[config.mk]
export PLATFORM = sky130hd
export DESIGN_NAME = panel_switches
export DESIGN_NICKNAME = d
export VERILOG_FILES = /design/src/rtl/panel_switches_pkg.sv /design/src/rtl/panel_switch_debounce.sv /design/src/rtl/panel_switches.sv
export SDC_FILE = /design/constraint.sdc
export NUM_CORES = 1
export LEC_CHECK = 0
export CORE_ASPECT_RATIO = 1.5
export CORE_MARGIN = 2
export CORE_UTILIZATION = 45
export CTS_BUF_LIST = sky130_fd_sc_hd__clkbuf_4 sky130_fd_sc_hd__clkbuf_8
export CTS_CLUSTER_SIZE = 8
export DETAILED_ROUTE_END_ITERATION = 12
export GPL_TIMING_DRIVEN = 1
export SYNTH_ARGS = -nofsm -noshare
export SYNTH_HDL_FRONTEND = slang
export SYNTH_SLANG_ARGS = --single-unit
[constraint.sdc]
create_clock -name clk -period 2.7 [get_ports clk]
set_input_delay 0.54 -clock clk [delete_from_list [all_inputs] [get_ports clk]]
set_output_delay 0.54 -clock clk [all_outputs]
set_load 0.01 [all_outputs]
[src/rtl/panel_switches_pkg.sv]
// Shared front-panel definitions: scan FSM encoding and default scan timing,
// common to the switch reader and the display driver.
package panel_switches_pkg;

  typedef enum logic [1:0] {
    ST_LOAD   = 2'd0,
    ST_SHIFT  = 2'd1,
    ST_COMMIT = 2'd2,
    ST_WAIT   = 2'd3
  } panel_state_e;

  localparam int unsigned PANEL_NUM_BITS  = 32;
  localparam int unsigned PANEL_CLK_DIV   = 16;
  localparam int unsigned PANEL_SCAN_WAIT = 65536;
  localparam int unsigned PANEL_DEBOUNCE  = 4;

endpackage

[src/rtl/panel_switch_debounce.sv]
// Scan-to-scan debouncer: commits a raw switch word once it has been seen on
// DEBOUNCE consecutive scans, and flags commits that change the presented value.
module panel_switch_debounce #(
  parameter int unsigned NUM_BITS = 32,
  parameter int unsigned DEBOUNCE = 4
) (
  input  logic                clk,
  input  logic                rst_n,
  input  logic [NUM_BITS-1:0] raw,
  input  logic                commit,
  output logic [NUM_BITS-1:0] switches,
  output logic                changed,
  output logic                switches_valid
);

  localparam int unsigned CNT_W = $clog2(DEBOUNCE + 1);
  localparam int unsigned CMP_W = CNT_W + 1;

  logic [NUM_BITS-1:0] prev_raw;
  logic [CNT_W-1:0]    stable_cnt;
  logic [CNT_W-1:0]    cnt_upd;
  logic                take;

  // Stability count after this scan, saturating at DEBOUNCE
  always_comb begin
    cnt_upd = '0;
    take    = 1'b0;
    if (raw == prev_raw) begin
      cnt_upd = (stable_cnt == CNT_W'(DEBOUNCE)) ? stable_cnt : stable_cnt + CNT_W'(1);
    end
    take = (CMP_W'(cnt_upd) + CMP_W'(1)) >= CMP_W'(DEBOUNCE);
  end

  always_ff @(posedge clk or negedge rst_n) begin
    if (!rst_n) begin
      prev_raw       <= '0;
      stable_cnt     <= '0;
      switches       <= '0;
      changed        <= 1'b0;
      switches_valid <= 1'b0;
    end else begin
      changed <= 1'b0;
      if (commit) begin
        prev_raw   <= raw;
        stable_cnt <= cnt_upd;
        if (take) begin
          switches       <= raw;
          switches_valid <= 1'b1;
          changed        <= (raw != switches) || !switches_valid;
        end
      end
    end
  end

endmodule

[src/rtl/panel_switches.sv]
// Front-panel switch reader: scans a 74HC165-style PISO chain and presents a
// debounced switch vector with a change strobe.
module panel_switches
  import panel_switches_pkg::*;
#(
  parameter int unsigned NUM_BITS  = PANEL_NUM_BITS,
  parameter int unsigned CLK_DIV   = PANEL_CLK_DIV,
  parameter int unsigned SCAN_WAIT = PANEL_SCAN_WAIT,
  parameter int unsigned DEBOUNCE  = PANEL_DEBOUNCE
) (
  input  logic                clk,
  input  logic                rst_n,
  input  logic                sdata,
  output logic                sclk,
  output logic                sload_n,
  output logic [NUM_BITS-1:0] switches,
  output logic                changed,
  output logic                switchesValid
);

  localparam int unsigned LOAD_CYC = 2 * CLK_DIV;
  localparam int unsigned CNT_MAX  = (SCAN_WAIT > LOAD_CYC) ? SCAN_WAIT : LOAD_CYC;
  localparam int unsigned CNT_W    = $clog2(CNT_MAX + 1);
  localparam int unsigned BIT_W    = (NUM_BITS > 1) ? $clog2(NUM_BITS) : 1;

  panel_state_e        state, state_nxt;
  logic [CNT_W-1:0]    cnt, cnt_nxt;
  logic [BIT_W-1:0]    bit_cnt, bit_nxt;
  logic                phase, phase_nxt;
  logic                sclk_nxt, sload_n_nxt;
  logic                sample;
  logic [1:0]          sync;
  logic [NUM_BITS-1:0] raw;

  always_ff @(posedge clk or negedge rst_n) begin
    if (!rst_n) begin
      state   <= ST_LOAD;
      cnt     <= '0;
      bit_cnt <= '0;
      phase   <= 1'b0;
      sclk    <= 1'b0;
      sload_n <= 1'b1;
      sync    <= '0;
      raw     <= '0;
    end else begin
      state   <= state_nxt;
      cnt     <= cnt_nxt;
      bit_cnt <= bit_nxt;
      phase   <= phase_nxt;
      sclk    <= sclk_nxt;
      sload_n <= sload_n_nxt;
      sync    <= {sync[0], sdata};
      if (sample) raw <= NUM_BITS'({raw, sync[1]});
    end
  end

  always_comb begin
    state_nxt   = state;
    cnt_nxt     = cnt;
    bit_nxt     = bit_cnt;
    phase_nxt   = phase;
    sample      = 1'b0;
    sclk_nxt    = 1'b0;
    sload_n_nxt = 1'b1;
    case (state)
      // The cycle straight out of reset only asserts the load; counting starts once it is low
      ST_LOAD: begin
        if (!sload_n) begin
          if (cnt == CNT_W'(LOAD_CYC - 1)) begin
            state_nxt = ST_SHIFT;
            cnt_nxt   = '0;
            bit_nxt   = '0;
            phase_nxt = 1'b0;
          end else begin
            cnt_nxt = cnt + CNT_W'(1);
          end
        end
      end
      ST_SHIFT: begin
        if (cnt == CNT_W'(CLK_DIV - 1)) begin
          cnt_nxt = '0;
          if (!phase) begin
            sample    = 1'b1;
            phase_nxt = 1'b1;
          end else begin
            phase_nxt = 1'b0;
            if (bit_cnt == BIT_W'(NUM_BITS - 1)) state_nxt = ST_COMMIT;
            else bit_nxt = bit_cnt + BIT_W'(1);
          end
        end else begin
          cnt_nxt = cnt + CNT_W'(1);
        end
      end
      ST_COMMIT: begin
        state_nxt = ST_WAIT;
        cnt_nxt   = '0;
      end
      ST_WAIT: begin
        if (cnt == CNT_W'(SCAN_WAIT - 1)) begin
          state_nxt = ST_LOAD;
          cnt_nxt   = '0;
        end else begin
          cnt_nxt = cnt + CNT_W'(1);
        end
      end
      default: state_nxt = ST_LOAD;
    endcase
    sclk_nxt    = (state_nxt == ST_SHIFT) && phase_nxt;
    sload_n_nxt = (state_nxt != ST_LOAD);
  end

  panel_switch_debounce #(
    .NUM_BITS (NUM_BITS),
    .DEBOUNCE (DEBOUNCE)
  ) u_debounce (
    .clk            (clk),
    .rst_n          (rst_n),
    .raw            (raw),
    .commit         (state == ST_COMMIT),
    .switches       (switches),
    .changed        (changed),
    .switches_valid (switchesValid)
  );

endmodule

Word-level counts from Yosys, hierarchy flattened --
Index checks and enable logic that the tools add are counted.
Cells by class: reductions and logical operators 8, add/subtract/negate cells 4, $lt $le $gt $ge 1, muxes and demuxes 29, eq/ne operators 16
Operators by type and width (number):
- $mux W17 | 4
- $pmux W17 S4 | 1
- $eq A32 B32 Y1 | 1
- $ne A32 B32 Y1 | 1
- $mux W5 | 5
- $add A17 B1 Y17 const B | 1
- $eq A17 B16 Y1 const B | 1
- $eq A17 B4 Y1 const B | 1
- $eq A17 B5 Y1 const B | 1
- $mux W2 | 6
- $ne A2 B2 Y1 const B | 5
- $pmux W5 S2 | 1
- $mux W1 | 8
- $pmux W2 S4 | 1
- $mux W3 | 2
- $reduce_and A6 Y1 | 1
- $add A5 B1 Y5 const B | 1
- $eq A5 B5 Y1 const B | 1
- $add A3 B1 Y4 const B | 1
- $eq A2 B1 Y1 const B | 2
- $eq A2 B2 Y1 const B | 2
- $ge A4 B3 Y1 const B | 1
- $reduce_bool A2 Y1 | 2
- $add A3 B1 Y3 const B | 1
- 7 further kinds | 7
Storage, ports and cells: word-level logic and storage cells 71, flip-flop bits (word level) 130, output and inout port bits 36, input port bits 3

Longest topological paths before layout --
depth after elaboration 7, gate-level depth with buffers 10, gate-level depth less buffers 10

By module --
Synthesis repeated with hierarchy kept, for this count alone.
Second synthesis, totals: cells, all modules 503, area, all modules 6392.4 um2
Modules (own cells, without submodules):
- panel_switch_debounce | cells an instance 257, instances 1, sequential area each 1726.7 um2, area an instance 3480.8 um2
- panel_switches | cells an instance 246, instances 1, sequential area each 1527.7 um2, area an instance 2911.5 um2

Worst setup path before layout --
No wires, ideal clock.
kind reg2reg, from register cnt[0], to register raw[12], arrival time 2063 ps, data required time 2575 ps, slack 512 ps, stages on the path, launching flop included 9, clock period less this slack 2188 ps, path buffers 1, cells stage by stage dfrtp_1 -> ha_1 -> and3_1 -> nand4_1 -> nor2_1 -> ha_1 -> nand3_1 -> clkbuf_1 -> mux2_2
Between the ends: cells in the longest elaborated chain, start to end 3
RTL lines:
- start: declaration | RTL line panel_switches.sv:27 | logic [CNT_W-1:0] cnt, cnt_nxt;
- start signal: assignment | RTL line panel_switches.sv:47 | cnt <= cnt_nxt;
- $eq A17 B4 Y1 | RTL line panel_switches.sv:80 | if (cnt == CNT_W'(CLK_DIV - 1)) begin
- $mux W1 | RTL line panel_switches.sv:80
- $mux W1 | RTL line panel_switches.sv:65 | case (state)
- end signal: assignment | RTL line panel_switches.sv:53 | if (sample) raw <= NUM_BITS'({raw, sync[1]});
- end: declaration | RTL line panel_switches.sv:33 | logic [NUM_BITS-1:0] raw;
Every way passes these cells. A chain may end at the register's enable or synchronous reset.

Worst setup path in the final report --
from register cnt[7], to register cnt[15]
Between the ends: cells in the longest elaborated chain, start to end 4
RTL lines:
- $add A17 B1 Y17 or $eq A17 B5 Y1 (tied branches)
- $mux W17 | RTL line panel_switches.sv:69 | if (cnt == CNT_W'(LOAD_CYC - 1)) begin
- $mux W17 | RTL line panel_switches.sv:68 | if (!sload_n) begin
- $pmux W17 S4 (*) | RTL line panel_switches.sv:65
Mark *: on every way between the ends. The rest lies on a longest branch, timed or not. The select of a mux whose other input is x is not followed.

==> impl_metrics.toml <==
[logic_synthesis]
synthesis.yosys.warnings = 0
synth-edff-count = 0
synth.largest_area_cell = "dfrtp_1"
synthMuxAreaShare_pct = 13.8
syn_avg_cell_area_um2 = 11.2
synthFlopType = "dfrtp_1"
netlist_top_cells_count = "dfrtp_1 (129), nand2_1 (107), xnor2_1 (45), mux2_2 (36), nor2_1 (36)"
async_flop_share_pct = 100
syn_inst = 556
synth-compound-area-share_pct = 3.22
synthDistinctLibCells = 42
synth_top_area_share_pct = 51.9
synth_xor_area_share_pct = 11.0
syn_nets = 567
seq_area_frac_synth_pct = 52.4
synth_area_um2 = 6220
synth_top_family_by_area = "simple AND/OR/NAND/NOR gates"
synth-simple-area-share_pct = 15.8
ys_seq_elements = 130
synth_adder_area_share_pct = 1.61
synth_most_common_cell = "dfrtp_1"
synthTopCellsByArea = "dfrtp_1 (52%), mux2_4 (7.0%), mux2_2 (6.5%), nand2_1 (6.5%), xnor2_1 (6.3%)"

[layout]
seq_area_um2 = 3250
layoutNonFillerInstCount = 785
nets = 621
nFillCells = 1176
antenna_cells = 0
area_growth_pct = 18.2
layout-drive-gt1-share_pct = 18.5
multi_input_area_um2 = 2830

[clocking]
cts_root_buf = "clkbuf_8"
clockBufferDepth = 2
clock_latency_ns = 0.44
cts_tree = "yes"
cts.clk_slew.worst_paths_ns = 0.08
numCtsBuffers = 17
post_cts_buffers = 0
clock_sinks = 130
cts_hold_buf = 1
htreeDepth = 4
cts_resized = 0

[timing]
finClkSkew_ns = 0.0139
rsz0062_at_grt = "false"
fmax_mhz = 437
fin_tns_setup_ns = 0
hold_viol_final = 0
setup_viol = 0
period_minus_slack_ns = 2.29
slew_viol_final = 0
min_period_over_period_pct = 84.7
worst_slew_pin_slew_ns = 0.797
maxSlewHeadroom_pct = 46.7

[die]
initial_core_util_pct = 46.2
io_pins = 39
core_um2 = 13500
fp.dieArea_um2 = 14800
die_width_um = 100
die_y_um = 148
row_count = 52

[hold_path]
hp-class = "flip-flop to flip-flop"
hold_start = "sync[0]"

[setup_path]
end_kind = "flip-flop"
r2r-end = "cnt[15]"
path_cells = "and4_1 > nand4_1 > nor2_1 > nand3_1 > inv_1 > ha_1 > o21ai_0 > nand2_1 > nor2_1"
critPathLaunch = "cnt[7]"
cp.required_ns = 3.05
max_stage_delay_ns = 0.43
reg2reg_depth = 9
r2r-start = "cnt[7]"
arrival_ns = 2.64
start_kind = "flip-flop"
crit_end = "cnt[15]"
critPathMaxFanout = 13
cp_slowest_cell = "dfrtp_1"
criticalPathCategory = "flip-flop to flip-flop"
r2r_setup_slack_ns = 0.41
crit_top_cell = "nor2_1"

[route]
viasPerCell = 5.35
wl_mm = 13.7
routed.top_layer = "met4"
postRouteAntennaNets = 0
met2WireLength_mm = 7.11
dr.pass1.iters = 4
via_count = 4201
drc = 0
met1_length_mm = 5.76
post_drt_wl_per_cell_um = 17.4
drtIter0Drc = 123
met3_length_um = 358

[global_route]
grt_overflow = 0
grt_max_degree = 48
first_global_vias = 4238
grt_first_pass_wirelength_mm = 22.2
track_usage_pct = 19.6
antenna_found_initial = 0

[power_and_ir_drop]
p_leak_nw = 3.77
vdd_drop_max_uv = 284
p_per_area_nw_per_um2 = 552

[placement]
place_hpwl_mm = 9.43
place_congestion = 0.857
placedCellCount = 752
numPortBuffers = 38

[outcome]
outcome = "completed"

[job]
max_cap_violations = 0
[cell families (layout without fill, tap and decap cells)]
| family | after synthesis | after routing |
|---|---|---|
| simple gates | 211 | 211 |
| flops | 130 | 130 |
| xor+xnor | 78 | 78 |
| mux | 67 | 67 |
| compound gates | 33 | 33 |
| buf+inv | 29 | 96 |
| fa+ha+maj | 8 | 8 |
[cell usage in the layout, fill, tap and decap left out, drive strengths merged, types with 4 or more instances in the layout]
| cell type | count |
|---|---|
| dfrtp | 129 |
| nor3 | 7 |
| clkinv | 6 |
| nand4 | 17 |
| and3 | 7 |
| o21ai | 14 |
| clkbuf | 20 |
| bufinv | 6 |
| xnor2 | 45 |
| buf | 13 |
| nor2 | 36 |
| ha | 8 |
| a21oi | 8 |
| nand3 | 10 |
| nand2b | 4 |
| nor4 | 13 |
| inv | 12 |
| nand2 | 107 |
| mux2 | 65 |
| xor2 | 33 |
| clkdlybuf4s50 | 37 |
[flip-flops by register name, indices dropped and copies added (netlist names)]
| register | count |
|---|---|
| sync | 2 |
| u_debounce.changed | 1 |
| u_debounce.switches_valid | 1 |
| sclk | 1 |
| u_debounce.prev_raw | 32 |
| cnt | 17 |
| sload_n | 1 |
| phase | 1 |
| u_debounce.stable_cnt | 3 |
| bit_cnt | 5 |
| u_debounce.switches | 32 |
| raw | 32 |
| state | 2 |
[worst max-delay path, delay by kind of cell (launching register included)]
family                   cells  cell delay [ns]
buffers and inverters        1             0.06
AND/OR/NAND/NOR              6             1.21
adder cells (fa/ha/maj)      1             0.19
AO/OA/AOI/OAI                1             0.31
flip-flops                   1             0.43
[layer usage]
| metal | vias up | global-route usage (%) |
|---|---|---|
| met5 | - | 0 |
| met4 | 0 | 8.56 |
| met3 | 29 | 4.82 |
| met2 | 70 | 33.9 |
| met1 | 2104 | 23.1 |
| li1 | 1998 | - |
[through the flow]
stage          hold slack, ns  total power, mW  area, um2  utilization (%)  worst slack [ns]
2_1_floorplan           0.244             1.99       6220                -             0.512
3_3_place_gp            0.332             2.05       6830             50.7             0.436
3_5_place_dp            0.346             2.05       6830             50.7             0.423
4_1_cts                 0.364             4.10       7350             54.6             0.402
5_1_grt                 0.368             4.19       7350             54.6             0.225
6_report                0.360             4.06       7350             54.6             0.413
[power by group]
group          internal [mW]  switching [mW]
Sequential              1.95         0.00190
Clock                   1.27           0.781
Combinational         0.0116          0.0452
Total                   3.23           0.828
[area by class of cell]
class	instances	area share (%)
sequential	130	44.3
multi-input combinational	397	38.5
timing repair buffer	51	6.90
clock buffer	20	3.75
clock inverter	12	3.10
tap	162	2.76
inverter	13	0.664
[worst min-delay path by stage]
stage	to	slack, ns	cells past startpoint
floorplan	bit_cnt[0]	0.24	0
global placement	sync[1]	0.33	0
detailed placement	sync[1]	0.35	0
CTS	sync[1]	0.36	0
global route	sync[1]	0.37	0
finish	sync[1]	0.36	0
Note: power is estimated with default switching activity, not from simulation.
